--- src/rtl/uart_alu_intf.sv ---
// ============================================================================
// Module   : uart_alu_intf
// Brief    : Collects A, B and opcode bytes from uart_rx, drives an external
//            ALU, captures its result and starts uart_tx. Optional inter-byte
//            timeout is enabled with macro UART_ALU_TIMEOUT_EN.
// Revision : 1.0 - initial release
// ============================================================================
`default_nettype none

module uart_alu_intf #(
   parameter int NB_DATA_BITS   = 8,
   parameter int NB_OP          = 6,
   parameter int TIMEOUT_CYCLES = 1000000
) (
   input  logic                    clk,
   input  logic                    i_rst_n,
   input  logic [NB_DATA_BITS-1:0] i_rx_data,
   input  logic                    i_rx_done,
   output logic [NB_DATA_BITS-1:0] o_data_a,
   output logic [NB_DATA_BITS-1:0] o_data_b,
   output logic [NB_OP-1:0]        o_op,
   input  logic [NB_DATA_BITS-1:0] i_alu_result,
   output logic [NB_DATA_BITS-1:0] o_tx_data,
   output logic                    o_tx_start,
   input  logic                    i_tx_busy,
   output logic                    o_drop,
   output logic                    o_timeout
);

   typedef enum logic [2:0] {
      S_A     = 3'd0,
      S_B     = 3'd1,
      S_OP    = 3'd2,
      S_LATCH = 3'd3,
      S_SEND  = 3'd4
   } state_t;

   state_t r_state;
   state_t w_state_next;
   logic   w_load_a;
   logic   w_load_b;
   logic   w_load_op;
   logic   w_capture;
   logic   w_start;
   logic   w_drop;
   logic   w_timeout;

`ifdef UART_ALU_TIMEOUT_EN
   localparam int c_CNT_W = $clog2(TIMEOUT_CYCLES + 1);
   localparam logic [c_CNT_W-1:0] c_CNT_LAST = c_CNT_W'(TIMEOUT_CYCLES - 1);

   logic [c_CNT_W-1:0] r_cnt;
   logic               w_waiting;

   // Counter is zero outside S_B/S_OP, so entry to S_B always starts from 0.
   assign w_waiting = (r_state == S_B) || (r_state == S_OP);
   assign w_timeout = w_waiting && !i_rx_done && (r_cnt == c_CNT_LAST);

   always_ff @(posedge clk or negedge i_rst_n) begin
      if (!i_rst_n) begin
         r_cnt <= '0;
      end else if (w_waiting && !i_rx_done && !w_timeout) begin
         r_cnt <= r_cnt + c_CNT_W'(1);
      end else begin
         r_cnt <= '0;
      end
   end
`else
   // Never true: frames wait indefinitely for their remaining bytes.
   assign w_timeout = (TIMEOUT_CYCLES < 0);
`endif

   always_ff @(posedge clk or negedge i_rst_n) begin
      if (!i_rst_n) begin
         r_state <= S_A;
      end else begin
         r_state <= w_state_next;
      end
   end

   always_comb begin
      w_state_next = r_state;
      w_load_a     = 1'b0;
      w_load_b     = 1'b0;
      w_load_op    = 1'b0;
      w_capture    = 1'b0;
      w_start      = 1'b0;
      w_drop       = 1'b0;
      case (r_state)
         S_A: begin
            if (i_rx_done) begin
               w_load_a     = 1'b1;
               w_state_next = S_B;
            end
         end
         S_B: begin
            if (i_rx_done) begin
               w_load_b     = 1'b1;
               w_state_next = S_OP;
            end else if (w_timeout) begin
               w_state_next = S_A;
            end
         end
         S_OP: begin
            if (i_rx_done) begin
               w_load_op    = 1'b1;
               w_state_next = S_LATCH;
            end else if (w_timeout) begin
               w_state_next = S_A;
            end
         end
         S_LATCH: begin
            // ALU inputs have been registered for a full cycle by now.
            w_capture    = 1'b1;
            w_drop       = i_rx_done;
            w_state_next = S_SEND;
         end
         S_SEND: begin
            w_drop = i_rx_done;
            if (!i_tx_busy) begin
               w_start      = 1'b1;
               w_state_next = S_A;
            end
         end
         default: begin
            w_state_next = S_A;
         end
      endcase
   end

   always_ff @(posedge clk or negedge i_rst_n) begin
      if (!i_rst_n) begin
         o_data_a   <= '0;
         o_data_b   <= '0;
         o_op       <= '0;
         o_tx_data  <= '0;
         o_tx_start <= 1'b0;
         o_drop     <= 1'b0;
         o_timeout  <= 1'b0;
      end else begin
         if (w_load_a)  o_data_a  <= i_rx_data;
         if (w_load_b)  o_data_b  <= i_rx_data;
         if (w_load_op) o_op      <= i_rx_data[NB_OP-1:0];
         if (w_capture) o_tx_data <= i_alu_result;
         o_tx_start <= w_start;
         o_drop     <= w_drop;
         o_timeout  <= w_timeout;
      end
   end

endmodule

`default_nettype wire

--- config.mk ---
export PLATFORM = sky130hd
export DESIGN_NAME = uart_alu_intf
export DESIGN_NICKNAME = d
export VERILOG_FILES = /design/src/rtl/uart_alu_intf.sv
export SDC_FILE = /design/constraint.sdc
export NUM_CORES = 1
export LEC_CHECK = 0
export CAP_MARGIN = 25
export CELL_PAD_IN_SITES_DETAIL_PLACEMENT = 0
export CELL_PAD_IN_SITES_GLOBAL_PLACEMENT = 1
export CORE_ASPECT_RATIO = 1.2
export CORE_MARGIN = 2
export CORE_UTILIZATION = 29
export DETAILED_ROUTE_END_ITERATION = 8
export PLACE_DENSITY_LB_ADDON = 0.1
export SLEW_MARGIN = 0
export SYNTH_ARGS = -nofsm -noshare
export SYNTH_HDL_FRONTEND = slang
export SYNTH_SLANG_ARGS = --single-unit
--- constraint.sdc ---
create_clock -name clk -period 2.9 [get_ports clk]
set_input_delay 0.435 -clock clk [delete_from_list [all_inputs] [get_ports clk]]
set_output_delay 0.435 -clock clk [all_outputs]
set_load 0.01 [all_outputs]
==> results of run 1 <==
==> cell families (layout without fill, tap and decap cells) <==
family                 after synthesis  after routing  synth area share [%]
buffers and inverters                5             61                 2.183
AO/OA/AOI/OAI                        4              4                 1.820
other                                1              1                0.2727
multiplexers                        30             30                 24.57
AND/OR/NAND/NOR                     11             11                 7.461
flip-flops                          35             35                 63.69
==> through the flow <==
stage / std cells / utilization (%) / setup WS, ps / total power [mW]
4_1_cts: 200 / 44.23 / 1116 / 2.234
3_5_place_dp: 192 / 42.46 / 805.4 / 1.890
2_1_floorplan: 86 / - / 1445 / 1.329
5_1_grt: 200 / 44.23 / 1006 / 2.344
3_3_place_gp: 192 / 42.46 / 857.8 / 1.874
6_report: 200 / 44.23 / 1125 / 2.189
==> per-layer routing <==
metal	track usage (%)	up-vias
met3	5.219	6
li1	-	408
met5	0	-
met1	14.95	451
met4	4.898	0
met2	19.30	26
==> cells in the final DEF (no fill, tap or decap) <==
| cell type | instances |
|---|---|
| nand2b_1 | 2 |
| and3b_1 | 1 |
| nor4bb_2 | 2 |
| nand3b_1 | 2 |
| or3b_2 | 1 |
| o21a_1 | 1 |
| clkinv_2 | 1 |
| buf_2 | 1 |
| buf_4 | 2 |
| clkdlybuf4s50_1 | 50 |
| conb_1 | 1 |
| clkbuf_1 | 2 |
| mux2_2 | 30 |
| nor4b_4 | 1 |
| clkbuf_8 | 5 |
| nor2b_1 | 1 |
| a21oi_1 | 2 |
| a21o_1 | 1 |
| nor3b_1 | 1 |
| dfrtp_1 | 35 |
==> cell type report <==
type	count	area share (%)
sequential	35	43.10
timing repair buffer	53	25.62
multi-input combinational	46	23.71
clock buffer	7	3.756
tap	58	3.571
clock inverter	1	0.2463
==> power breakdown <==
part / switching, mW / internal, mW / leakage [nW]
Sequential: 0.155 / 0.727 / 0.420
Combinational: 0.331 / 0.649 / 0.380
Clock: 0.159 / 0.168 / 0.0422
==> state kept, by name (all words and copies together) (netlist names) <==
name	count
o_data_a	8
o_data_b	8
o_drop	1
o_op	6
o_tx_data	8
o_tx_start	1
r_state	3
==> worst min-delay path by stage <==
stage / endpoint / slack, ps / cells past startpoint
after floorplan: o_data_a[0]$_DFFE_PN0P_ / 140 / 0
after global placement: o_tx_data[3]$_DFFE_PN0N_ / 490 / 1
after detailed placement: o_data_b[3]$_DFFE_PN0P_ / 490 / 1
after CTS: o_data_b[0]$_DFFE_PN0P_ / 250 / 1
after global routing: o_op[4]$_DFFE_PN0P_ / 270 / 1
final: o_op[4]$_DFFE_PN0P_ / 230 / 1
==> flow_metrics.tcl, run 1 <==
set metrics [dict create \
    dieArea_sq_um 5311 \
    cp-endpoint "o_data_a[6]$_DFFE_PN0P_" \
    wl_microns 2849 \
    rr_startpoint "r_state[1]$_DFFE_PN0P_" \
    tns_ps 0 \
    clk_pin_slew_worst_paths_ps 70 \
    placed_area_sq_um 1951 \
    required_ps 3060 \
    multi_input_area_sq_um 481.7 \
    cts_root_buf "clkbuf_8" \
    route.met2.wl_microns 1467 \
    wl_met3_microns 189 \
    cp.arrival_ps 1940 \
    powerDensity_nw_per_um2 1077 \
    cts.sinks 35 \
    cp_slowest_cell "clkdlybuf4s50_1" \
    post-route-period-util_pct 61.21 \
    worst_hold_slack_ps 226.3 \
    cts_hold_buf 0 \
    yosysMostFrequentCell "dfrtp_1" \
    critPathTopFamily "buffers and inverters" \
    grt_pass1_wl_microns 4774 \
    synthTopCellsByArea "dfrtp_1, mux2_2, nor4b_4, nor4bb_1, buf_2" \
    maxCapViolations 0 \
    ir_worst_vdd_mv 0.3890 \
    clk-insertion-delay-late_ps 280 \
    ys_top_cells_by_count "dfrtp_1, mux2_2, buf_2" \
    syn_area_sq_um 1375 \
    synth_enable_flop_cells 0 \
    ant_nets 0 \
    cts_buffer_depth 2 \
    status "finished clean" \
    grt_overflow_total 0 \
    syn_to_final_growth_pct 47.77 \
    rr_worst_depth 2 \
    relSlewSlack_pct 48.54 \
    io_buffers 51 \
    max_stage_delay_ps 580 \
    worst_pin_slew_ps 772.0 \
    coreArea_sq_um 4594 \
    finalHoldViolCount 0 \
    setup_violations 0 \
    met1_length_microns 1143 \
    synth_cell_types 16 \
    syn_inst 86 \
    via_per_inst 4.455 \
    dp_hpwl_microns 2044 \
    p_leak_nw 0.8424 \
    post_cts_buffers 0 \
    start_kind "input port" \
    synth_top_area_cell "dfrtp_1" \
    rsz0062_at_grt "false" \
    nNetsFinal 161 \
    grt_pass1_vias 935 \
    timing.reg2reg.setup_slack_ps 1300 \
    gp_congestion 0.6614 \
    drt_iter0_drc 76 \
    fillCellCount 462 \
    vias 891 \
    drive_gt1_share_pct 30.28 \
    fin_crit_ps 1775 \
    syn-num-nets 106 \
    postCtsResizedCells 0 \
    h-tree-depth 2 \
    topRoutingLayerUsed "met4" \
    yosys_warnings 0 \
    die_height_microns 79.43 \
    initial_core_util_pct 29.93 \
    diodes 0 \
    ios 53 \
    drc 0 \
    worst_clock_skew_ps 6.244 \
    hold_class "input port to async pin" \
    fmax_mhz 563.3 \
    crit_path_start "i_rx_done" \
    cts_tree "yes" \
    row_count 27 \
    post_drt_wl_per_cell_microns 14.25 \
    crit_buf_inv 1 \
    fin_area_sq_um 2032 \
    drtPass1Iterations 3 \
    cts_buffers 5 \
    crit_chain "clkdlybuf4s50_1 > nor4b_4 > mux2_2" \
    seq_area_frac_synth_pct 63.69 \
    final_max_slew_viol_count 0 \
    path_max_fanout 8 \
    synthArstFlopShare_pct 100.0 \
    r2r-end "o_data_a[6]$_DFFE_PN0P_" \
    worstSetupPathType "input port to flip-flop" \
    die_w_microns 66.86 \
    regArea_sq_um 875.8 \
    synth.avg_cell_area_sq_um 15.99 \
    antenna_found_initial 0 \
    grt_usage_pct 12.35 \
    ys.flop_type "dfrtp_1" \
    ys_seq_elements 35 \
    grt_max_degree 36 \
    synth_top_area_share_pct 63.69 \
    end_kind "flip-flop" \
    cp_num_cells 3 \
]
No activity file was read; power rests on OpenSTA's default activity.
==> inputs of run 2 (changes only) <==
clock period = 1.5 ns   (was 2.9 ns; I/O delays follow)
==> run 2 against run 1 <==
  * Sequential share of layout area fell by 1.7 points
  * Cell count rose by 4.5%
  * Non-clock buffer count rose by 9
  * Design area rose by 4.1%
  * Power rose by 100%
  * Flip-flop and latch count did not move
  * Register-to-register slack got worse by 1300 ps
  * Global-route usage rose by 0.26 points
  * Critical path type unchanged
  * Critical endpoint is now o_data_b[3]$_DFFE_PN0P_
==> flow_metrics.tcl, run 2 (same netlist as run 1, synthesis figures left out) <==
set metrics [dict create \
    cts_tree "yes" \
    p_leak_nw 0.8924 \
    ant_nets 0 \
    coreArea_sq_um 4594 \
    io_buffers 51 \
    grt_pass1_vias 1035 \
    worstSetupPathType "input port to flip-flop" \
    final_cell_mix "clkdlybuf4s50_1, dfrtp_1, mux2_2" \
    reg.largest.list "o_data_a x8, o_data_b x8, o_tx_data x8" \
    clk_pin_slew_worst_paths_ps 70 \
    antenna_found_initial 0 \
    fin_crit_ps 1467 \
    powerDensity_nw_per_um2 2065 \
    max_stage_delay_ps 520 \
    via_per_inst 4.364 \
    drt_iter0_drc 22 \
    setup_violations 0 \
    fmax_mhz 681.9 \
    start_kind "input port" \
    maxCapViolations 0 \
    status "finished clean" \
    fin_cells 209 \
    cts.sinks 35 \
    crit_chain "clkdlybuf4s50_1 > nor4bb_2 > buf_4 > mux2_2" \
    ir_worst_vdd_mv 0.9569 \
    grt_pass1_wl_microns 4871 \
    h-tree-depth 2 \
    vias 912 \
    seq_power_share_pct 38.4 \
    power_frac_clock_pct 14.5 \
    swShare_pct 29.44 \
    cp_slowest_cell "clkdlybuf4s50_1" \
    clk-insertion-delay-late_ps 280 \
    cts_root_buf "clkbuf_8" \
    post-route-period-util_pct 97.77 \
    cts_buffer_depth 2 \
    rr_worst_depth 3 \
    dpl.cell_count 200 \
    postCtsResizedCells 0 \
    ios 53 \
    grt_max_degree 22 \
    pwr-share-comb_pct 47.1 \
    drive_gt1_share_pct 33.77 \
    end_kind "flip-flop" \
    nNetsFinal 170 \
    finalPower_mw 4.367 \
    post_drt_wl_per_cell_microns 14.03 \
    path_max_fanout 8 \
    grt_overflow_total 0 \
    cts_buffers 5 \
    final_max_slew_viol_count 0 \
    wl_microns 2933 \
    drtPass1Iterations 3 \
    finalHoldViolCount 0 \
    worst_clock_skew_ps 3.427 \
    hold_class "input port to async pin" \
    row_count 27 \
    syn_to_final_growth_pct 53.78 \
    rsz0062_at_grt "true" \
    die_height_microns 79.43 \
    initial_core_util_pct 29.93 \
    p_switching_mw 1.286 \
    drc 0 \
    die_w_microns 66.86 \
    fin_util_pct 46.02 \
    grt_usage_pct 12.61 \
    diodes 0 \
    final_common_cell "clkdlybuf4s50_1" \
    p_int_mw 3.082 \
    cp.arrival_ps 1630 \
    dieArea_sq_um 5311 \
    required_ps 1660 \
    gp_congestion 0.7283 \
    dp_hpwl_microns 2230 \
    post_cts_buffers 0 \
]
## run 2: cell count changes in the layout (fill, tap and decap cells not counted), sizes merged
cell	before	now
buf	3	11
dlygate4sd3	0	1
## run 2: final timing paths
check | start | end | slack (ps)
setup / recovery | i_rx_done | o_data_b[3]$_DFFE_PN0P_ | 30
hold / removal | i_rst_n | o_data_a[0]$_DFFE_PN0P_ | 430
setup reg to reg | r_state[1]$_DFFE_PN0P_ | o_data_b[3]$_DFFE_PN0P_ | 50
hold reg to reg | o_tx_data[2]$_DFFE_PN0N_ | o_tx_data[2]$_DFFE_PN0N_ | 500
max in group asynchronous | i_rst_n | o_data_b[3]$_DFFE_PN0P_ | 490
min in group clk | o_tx_data[2]$_DFFE_PN0N_ | o_tx_data[2]$_DFFE_PN0N_ | 500
## run 2: stage by stage
step | cell area [sq um] | hold slack (ps) | setup TNS (ps) | setup WS (ps)
after floorplan | 1375 | -70.59 | 0 | 45.17
after global placement | 2023 | 209.8 | -3844 | -199.6
after detailed placement | 2023 | 213.4 | -4479 | -264.6
after CTS | 2115 | 446.3 | 0 | 19.67
after global routing | 2115 | 478.4 | -24.56 | -6.438
final | 2115 | 431.7 | 0 | 33.48
## run 2: routing by layer
metal,global-route usage (%),wire length [microns],vias up
met5,0,0,-
met1,14.47,1183,453
met2,20.40,1530,26
met3,5.642,170,5
met4,4.898,49,0
li1,-,-,428
## run 2: timing repair
| action | in CTS | in global routing |
|---|---|---|
| endpoints found under the setup margin | 0 | 6 |
| hold buffers | 1 | 0 |
| hold endpoints to repair | 20 | 0 |
## run 2: layout make-up
class,instances,area [sq um]
multi-input combinational,46,481.7
sequential,35,875.8
clock buffer,7,76.32
timing repair buffer,62,603.1
tap,58,72.57
fill,463,2480
clock inverter,1,5.005
## run 2: critical path: cells and delay by family
family / cells / cell delay (ps)
buffers and inverters: 2 / 740
multiplexers: 1 / 350
AND/OR/NAND/NOR: 1 / 310
## run 2: power by group through the flow
stage                     sequential [mW]  combinational, mW  clock (mW)
after floorplan                      1.84              0.725           0
after global placement               1.68               2.06           0
after detailed placement             1.70               2.08           0
after CTS                            1.69               2.09       0.664
after global routing                 1.75               2.20       0.715
final                                1.68               2.06       0.632
